$ cat config.mk
export PLATFORM = sky130hd
export DESIGN_NAME = bpb_resolve_queue
export DESIGN_NICKNAME = d
export VERILOG_FILES = /design/src/rtl/bpb_resolve_queue.sv
export SDC_FILE = /design/constraint.sdc
export NUM_CORES = 1
export LEC_CHECK = 0
export CORE_MARGIN = 2
export CORE_UTILIZATION = 55
export DETAILED_ROUTE_END_ITERATION = 16
export DONT_BUFFER_PORTS = 1
export GPL_TIMING_DRIVEN = 0
export PLACE_DENSITY = 0.76
export SLEW_MARGIN = 20
export SYNTH_ARGS = -nofsm -noshare
export SYNTH_HDL_FRONTEND = slang
export SYNTH_SLANG_ARGS = --single-unit
$ cat constraint.sdc
create_clock -name clk_i -period 3 [get_ports clk_i]
set_input_delay 0.45 -clock clk_i [delete_from_list [all_inputs] [get_ports clk_i]]
set_output_delay 0.45 -clock clk_i [all_outputs]
set_load 0.05 [all_outputs]
$ cat src/rtl/bpb_resolve_queue.sv
// bpb_resolve_queue: in-order queue of outstanding branch predictions.
// Fetch pushes (PHT index, predicted direction). Resolve pops the oldest
// entry and, one cycle later, emits a registered PHT update with a
// mispredict flag. A mispredicting pop or an external flush empties the
// queue, discarding every younger wrong-path entry.

`ifndef BPB_T
`define BPB_T 8
`endif

module bpb_resolve_queue #(
  parameter int INDEX_WIDTH = `BPB_T,
  parameter int DEPTH       = 4,
  parameter int CNT_WIDTH   = 16
) (
  input  logic                       clk_i,
  input  logic                       rst_i,
  input  logic                       en_i,
  input  logic                       flush_i,
  input  logic                       pred_valid_i,
  input  logic [INDEX_WIDTH-1:0]     pred_index_i,
  input  logic                       pred_taken_i,
  output logic                       full_o,
  output logic                       empty_o,
  output logic [$clog2(DEPTH):0]     count_o,
  input  logic                       resolve_valid_i,
  input  logic                       resolve_taken_i,
  output logic                       update_en_o,
  output logic [INDEX_WIDTH-1:0]     update_index_o,
  output logic                       update_taken_o,
  output logic                       mispredict_o,
  output logic                       overflow_o,
  output logic                       spurious_o,
  output logic [CNT_WIDTH-1:0]       mispredict_cnt_o
);

  localparam int PTR_W = $clog2(DEPTH);
  localparam int OCC_W = PTR_W + 1;
  localparam logic [OCC_W-1:0] DEPTH_C = OCC_W'(DEPTH);

  // Saturating increment for the mispredict statistics counter.
  function automatic logic [CNT_WIDTH-1:0] sat_inc(input logic [CNT_WIDTH-1:0] v);
    if (&v) begin
      return v;
    end
    return v + CNT_WIDTH'(1);
  endfunction

  // Entry storage (not reset; contents are meaningless while unoccupied).
  logic [INDEX_WIDTH-1:0] idx_mem   [DEPTH];
  logic                   taken_mem [DEPTH];

  // Queue control state.
  logic [PTR_W-1:0] rd_ptr_p0;
  logic [PTR_W-1:0] wr_ptr_p0;
  logic [OCC_W-1:0] count_p0;

  // Per-cycle decisions.
  logic                   empty_p0;
  logic                   full_p0;
  logic                   pop_p0;
  logic                   push_p0;
  logic                   mis_p0;
  logic                   discard_p0;
  logic                   overflow_p0;
  logic                   spurious_p0;
  logic [INDEX_WIDTH-1:0] head_idx_p0;
  logic                   head_taken_p0;
  logic [OCC_W-1:0]       count_next_p0;

  // Registered outputs.
  logic                   update_en_p1;
  logic [INDEX_WIDTH-1:0] update_index_p1;
  logic                   update_taken_p1;
  logic                   mispredict_p1;
  logic                   overflow_p1;
  logic                   spurious_p1;
  logic [CNT_WIDTH-1:0]   mis_cnt_p1;

  assign empty_p0      = (count_p0 == '0);
  assign full_p0       = (count_p0 == DEPTH_C);
  assign head_idx_p0   = idx_mem[rd_ptr_p0];
  assign head_taken_p0 = taken_mem[rd_ptr_p0];

  // Decide pop/push/discard for this cycle; a discarded cycle drops the
  // wrong-path push silently (no overflow pulse for it).
  always_comb begin
    pop_p0        = en_i & resolve_valid_i & ~empty_p0;
    mis_p0        = pop_p0 & (head_taken_p0 != resolve_taken_i);
    discard_p0    = mis_p0 | (en_i & flush_i);
    push_p0       = en_i & pred_valid_i & (~full_p0 | pop_p0) & ~discard_p0;
    overflow_p0   = en_i & pred_valid_i & full_p0 & ~pop_p0 & ~discard_p0;
    spurious_p0   = en_i & resolve_valid_i & empty_p0;
    count_next_p0 = count_p0 + OCC_W'(push_p0) - OCC_W'(pop_p0);
  end

  // Write the pushed prediction at the tail; the head is read before this
  // edge so a push into a full queue alongside a pop is safe.
  always_ff @(posedge clk_i) begin
    if (push_p0) begin
      idx_mem[wr_ptr_p0]   <= pred_index_i;
      taken_mem[wr_ptr_p0] <= pred_taken_i;
    end
  end

  // Pointer and occupancy tracking; pointers wrap naturally (DEPTH is 2^n).
  always_ff @(posedge clk_i or posedge rst_i) begin
    if (rst_i) begin
      rd_ptr_p0 <= '0;
      wr_ptr_p0 <= '0;
      count_p0  <= '0;
    end else if (discard_p0) begin
      rd_ptr_p0 <= '0;
      wr_ptr_p0 <= '0;
      count_p0  <= '0;
    end else begin
      if (pop_p0) begin
        rd_ptr_p0 <= rd_ptr_p0 + PTR_W'(1);
      end
      if (push_p0) begin
        wr_ptr_p0 <= wr_ptr_p0 + PTR_W'(1);
      end
      count_p0 <= count_next_p0;
    end
  end

  // ---- stage boundary: resolve decision -> registered PHT update ----
  // Update strobes and status pulses; index/direction hold when no pop.
  always_ff @(posedge clk_i or posedge rst_i) begin
    if (rst_i) begin
      update_en_p1    <= 1'b0;
      update_index_p1 <= '0;
      update_taken_p1 <= 1'b0;
      mispredict_p1   <= 1'b0;
      overflow_p1     <= 1'b0;
      spurious_p1     <= 1'b0;
    end else begin
      update_en_p1  <= pop_p0;
      mispredict_p1 <= mis_p0;
      overflow_p1   <= overflow_p0;
      spurious_p1   <= spurious_p0;
      if (pop_p0) begin
        update_index_p1 <= head_idx_p0;
        update_taken_p1 <= resolve_taken_i;
      end
    end
  end

  // Saturating mispredict counter, cleared only by reset.
  always_ff @(posedge clk_i or posedge rst_i) begin
    if (rst_i) begin
      mis_cnt_p1 <= '0;
    end else if (mis_p0) begin
      mis_cnt_p1 <= sat_inc(mis_cnt_p1);
    end
  end

  assign full_o           = full_p0;
  assign empty_o          = empty_p0;
  assign count_o          = count_p0;
  assign update_en_o      = update_en_p1;
  assign update_index_o   = update_index_p1;
  assign update_taken_o   = update_taken_p1;
  assign mispredict_o     = mispredict_p1;
  assign overflow_o       = overflow_p1;
  assign spurious_o       = spurious_p1;
  assign mispredict_cnt_o = mis_cnt_p1;

endmodule

Yosys cells after proc, flatten, opt, wreduce, memory -nomap -nowiden. Memories as Yosys holds them, arrays and structs flattened. A register that Yosys moved wholly into a read port is not among the register bits. Cells that the tools add are included.

Add/sub/neg operators: 5. Equal/unequal tests: 3. Mux-type cells: 10. Bitwise logic cells: 17. Reduce and logical (&&, ||, !) cells: 5.

Operators by type and width (count): adder 16 x 1 -> 16 bit, second input constant (1); two-way mux 16 bit (1); AND reduction 16 bit (1); bitwise AND 1 bit (11); two-way mux 2 bit (4); adder 2 x 1 -> 2 bit, second input constant (2); two-way mux 1 bit (4); inverter 1 bit (4); nonzero test 2 bit (2); adder 3 x 1 -> 3 bit (1); equality test 3 bit, second input constant (1); zero test 3 bit (1); two-way mux 3 bit (1); subtractor 3 x 1 -> 3 bit (1); != test 2 bit, second input constant (1); OR 1 bit (2); AND reduction 2 bit (1); != test 1 bit (1).

Bits in registers: 28. Bits in writable memories: 36. Input port bits: 16. Memories kept: 2.

Memory list: idx_mem (depth 4, width 8, read ports 1, clocked after Yosys merged registers in 1, wr ports 1, RTL line 50) `logic [INDEX_WIDTH-1:0] idx_mem [DEPTH];`; taken_mem (depth 4, width 1, read ports 1, clocked after Yosys merged registers in 0, wr ports 1, RTL line 51) `logic taken_mem [DEPTH];`.

Depth between registers and ports, before layout.
Depth after elaboration: 10. Gate-level depth with buffers: 14. Mapped depth without buffers: 13.

Worst setup path before layout. No wires, ideal clock.

Path kind: flip-flop to flip-flop. From: register count_p0[2] (netlist: count_o[2]). To: register count_p0[2] (netlist: count_o[2]). Data arrival time: 3.674 ns. Required time: 2.866 ns. Slack: -0.808 ns. Stages on the path, launching flop included: 14. Path buffers: 0. Path through: dfrtp_1 nor3b_1 nand2b_1 nor2b_1 nor2b_1 inv_1 ha_1 inv_1 ha_1 inv_1 fa_1 xor2_1 xnor2_1 nor2_1.

Elaborated cells between the ends (all ways): 14. Classes of those cells: add/sub (2); eq/ne (1); mux (1); bitwise (9); reduce/logical (1).

RTL lines: start: declaration (RTL line 56) `logic [OCC_W-1:0] count_p0;`; start signal: assignment (RTL line 123) `count_p0 <= count_next_p0;`; equality test 3 bit (RTL line 81) `assign full_p0 = (count_p0 == DEPTH_C);`; net full_o (RTL line 23) `output logic full_o,`; inverter 1 bit (RTL line 91) `push_p0 = en_i & pred_valid_i & (~full_p0 | pop_p0) & ~discard_p0;`; OR 1 bit (RTL line 91); bitwise AND 1 bit (2 in series) (RTL line 91); adder 3 x 1 -> 3 bit (RTL line 94) `count_next_p0 = count_p0 + OCC_W'(push_p0) - OCC_W'(pop_p0);`; subtractor 3 x 1 -> 3 bit (RTL line 94); two-way mux 3 bit (RTL line 112) `end else if (discard_p0) begin`.

The timed path passes the listed nets, and every way through them passes these cells. A chain may end at the register's enable or synchronous reset.

Final worst setup path.
From: register count_p0[2] (netlist: count_o[2]). To: register count_p0[2] (netlist: count_o[2]).

Longest elaborated chain between the ends: 10. Elaborated cells between the ends (all ways): 14. Classes of those cells: add/sub (2); eq/ne (1); mux (1); bitwise (9); reduce/logical (1).

RTL lines: zero test 3 bit * (RTL line 80) `assign empty_p0 = (count_p0 == '0);`; net empty_o (RTL line 24) `output logic empty_o,`; inverter 1 bit * (RTL line 88) `pop_p0 = en_i & resolve_valid_i & ~empty_p0;`; bitwise AND 1 bit * (RTL line 88); bitwise AND 1 bit (RTL line 89) `mis_p0 = pop_p0 & (head_taken_p0 != resolve_taken_i);`; OR 1 bit (RTL line 90) `discard_p0 = mis_p0 | (en_i & flush_i);`; inverter 1 bit (RTL line 91); bitwise AND 1 bit (RTL line 91); adder 3 x 1 -> 3 bit (RTL line 94); subtractor 3 x 1 -> 3 bit (RTL line 94); two-way mux 3 bit * (RTL line 112).

Mark *: on every way through the listed nets, which the timed path passes. The rest lies on a longest branch.

==> results.json <==
{
  "finalHoldViolCount": 0,
  "cts_buffer_depth": 2,
  "crit_required_ns": 3.23,
  "clock_skew_ns": 0.00645,
  "num_vias": 1727,
  "worstMarginPinSlew_ns": 0.776,
  "routabilityCongestion": 0.744,
  "critical_path_arrival_ns": 3.33,
  "path_clk_slew_ns": 0.08,
  "drive_above_1_share_pct": 30.2,
  "drtPass1Iterations": 4,
  "grt_util_all_layers_pct": 20.3,
  "clock_latency_ns": 0.34,
  "h-tree-depth": 3,
  "cts_tree": "yes",
  "startpoint": "count_o[2]$_DFF_PP0_",
  "fp.dieW_um": 78.6,
  "reg2regPathDepth": 13,
  "synthToLayoutAreaGrowth_pct": 17.0,
  "overflow": 0,
  "finalSetupTns_ns": -0.0987,
  "std_cell_rows": 27,
  "reg2reg_to": "count_o[2]$_DFF_PP0_",
  "grt_pass1_vias": 1902,
  "finalPower_mw": 3.30,
  "maxCapViolations": 0,
  "grt_first_pass_wirelength_mm": 9.24,
  "syn_area_per_cell_um2": 15.6,
  "clkSinkCount": 72,
  "die_area_mm2": 0.00618,
  "criticalPathCategory": "reg2reg",
  "route.detailed.drc": 0,
  "drt_wl_total_mm": 5.67,
  "yosysSeqAreaShare_pct": 64.7,
  "post_drt_wl_per_cell_um": 18.7,
  "numCtsBuffers": 9,
  "worstSetupEndpointType": "flip-flop",
  "viasPerCell": 5.68,
  "rrSetupSlack_ns": -0.1,
  "nFillCells": 378,
  "diodes": 0,
  "dp_hpwl_mm": 3.56,
  "critPathMaxFanout": 4,
  "synth_nets": 221,
  "rsz0062_at_grt": "true",
  "synth_area_mm2": 0.00306,
  "yosys_warnings": 0,
  "grt_max_degree": 37,
  "antenna_found_initial": 0,
  "clockRootBuffer": "clkbuf_8",
  "ys_ff_latch": 72,
  "ios": 50,
  "r2r-start": "count_o[2]$_DFF_PP0_",
  "maxSlewHeadroom_pct": 48.2,
  "ant_nets": 0,
  "fin_crit_ns": 3.10,
  "final_max_slew_viol_count": 0,
  "failed_checks": "negative setup slack",
  "start_kind": "flip-flop",
  "core_mm2": 0.00544,
  "start_util_pct": 56.3,
  "status": "finished, violations left",
  "fin_crit_sh_pct": 103,
  "synth_cell_types": 32,
  "drtIter0Drc": 88,
  "dieHeight_um": 78.6,
  "synthCells": 197,
  "setup_ws_ns": -0.0987,
  "port_buffers": 0,
  "setup_viol": 1,
  "hold_path.class": "in2async",
  "max-vdd-ir-drop_v": 0.000490,
  "nets": 251,
  "fin_util_pct": 65.9,
  "power_density_mw_per_mm2": 921,
  "clock.fmax_mhz": 323,
  "leakage_nw": 1.42
}
-- worst max-delay path by stage --
stage	to	depth (start not counted)
3_3_place_gp	count_o[2]$_DFF_PP0_	14
4_1_cts	count_o[2]$_DFF_PP0_	13
3_5_place_dp	count_o[2]$_DFF_PP0_	14
5_1_grt	count_o[2]$_DFF_PP0_	13
6_report	count_o[2]$_DFF_PP0_	13
2_1_floorplan	count_o[2]$_DFF_PP0_	14
-- what timing repair did --
action,in CTS,in global routing
endpoints found under the setup margin,2,38
pin swaps,4,4
gates resized for setup,4,14
hold buffers,0,0
buffers inserted,21,1
-- cell usage in the layout (no fill, tap or decap), types with 6 or more instances in the layout --
cell type  count
ha_1           6
mux4_1         8
inv_1          6
xnor2_1       16
nand3_1        7
dfrtp_1       33
clkbuf_8       9
nand2_1       11
mux2_2        10
nand4_1        9
buf_4         20
nor2_1         9
edfxtp_1      36
-- cells by family after synthesis --
| family | synth area share, % |
|---|---|
| buffers and inverters | 2.00 |
| XOR/XNOR | 5.43 |
| AND/OR/NAND/NOR | 11.2 |
| adder cells (fa/ha/maj) | 3.51 |
| multiplexers | 12.5 |
| flip-flops | 64.7 |
| AO/OA/AOI/OAI | 0.694 |
-- stage by stage --
step | hold slack, ns | std cells | setup WS (ns) | cell area, µm²
after floorplan | 0.538 | 197 | -0.0411 | 3100
after global placement | 0.549 | 269 | -0.163 | 3190
after detailed placement | 0.512 | 269 | -0.258 | 3190
after CTS | 0.138 | 305 | -0.0152 | 3560
after global routing | 0.172 | 304 | -0.216 | 3590
final | 0.123 | 304 | -0.0987 | 3590
-- worst max-delay path, stage by stage (launching register included) --
cell     delay, ns
dfrtp_2       0.55
nor3_4        0.59
or2_4         0.27
o31ai_4       0.10
nor2b_4       0.13
inv_1         0.04
ha_1          0.26
inv_1         0.06
ha_2          0.16
inv_2         0.04
fa_2          0.37
xor2_2        0.17
xnor2_1       0.18
nor2_1        0.07
-- final cells by class --
cell class | instances | area, µm² | share of cell area [%]
sequential | 72 | 1990 | 55.4
multi-input combinational | 112 | 1090 | 30.4
timing repair buffer | 20 | 150 | 4.19
clock inverter | 7 | 83.8 | 2.34
buffer | 4 | 30.0 | 0.837
clock buffer | 9 | 124 | 3.45
tap | 72 | 90.1 | 2.51
inverter | 8 | 30.0 | 0.837
-- registers in the layout (all words and copies together), names as in the netlist --
name              cells
update_index_o        8
count_o               3
taken_mem             4
spurious_o            1
wr_ptr_p0             2
mispredict_cnt_o     16
update_taken_o        1
mispredict_o          1
overflow_o            1
idx_mem              32
rd_ptr_p0             2
update_en_o           1
-- routing by layer --
| metal | part of all wire, % | track usage, % | vias up | wire [µm] |
|---|---|---|---|---|
| li1 | - | - | 782 | - |
| met1 | 38 | 22.8 | 870 | 2140 |
| met2 | 52 | 34.5 | 63 | 2970 |
| met3 | 8.1 | 8.05 | 12 | 459 |
| met4 | 1.8 | 8.60 | 0 | 104 |
| met5 | 0 | 0 | - | 0 |
-- report_power, final --
group / total [mW] / switching (mW) / internal [mW]
Sequential: 1.77 / 0.570 / 1.20
Combinational: 0.736 / 0.371 / 0.365
Clock: 0.793 / 0.392 / 0.401
-- Yosys cell counts, drive strengths merged --
| cell | instances | area share, % |
|---|---|---|
| nor2 | 9 | 1.1 |
| nand2b | 2 | 0.41 |
| and3 | 5 | 1.0 |
| mux2i | 4 | 1.6 |
| edfxtp | 36 | 35 |
| and2 | 5 | 1.0 |
| dfrtp | 36 | 29 |
| buf | 5 | 1.0 |
| and4 | 2 | 0.57 |
| nor3b | 1 | 0.25 |
| or2 | 1 | 0.20 |
| nor2b | 3 | 0.61 |
| xor2 | 3 | 0.86 |
| ha | 7 | 2.9 |
| nand4 | 9 | 1.8 |
| xnor2 | 16 | 4.6 |
| o31ai | 1 | 0.69 |
| mux2 | 11 | 4.0 |
| nor3 | 4 | 0.82 |
| nand3 | 7 | 1.1 |
| nor4 | 2 | 0.90 |
| inv | 8 | 0.98 |
| nand2 | 11 | 1.3 |
| mux4 | 8 | 6.9 |
| fa | 1 | 0.65 |
Power figures use the tool's default switching activity.
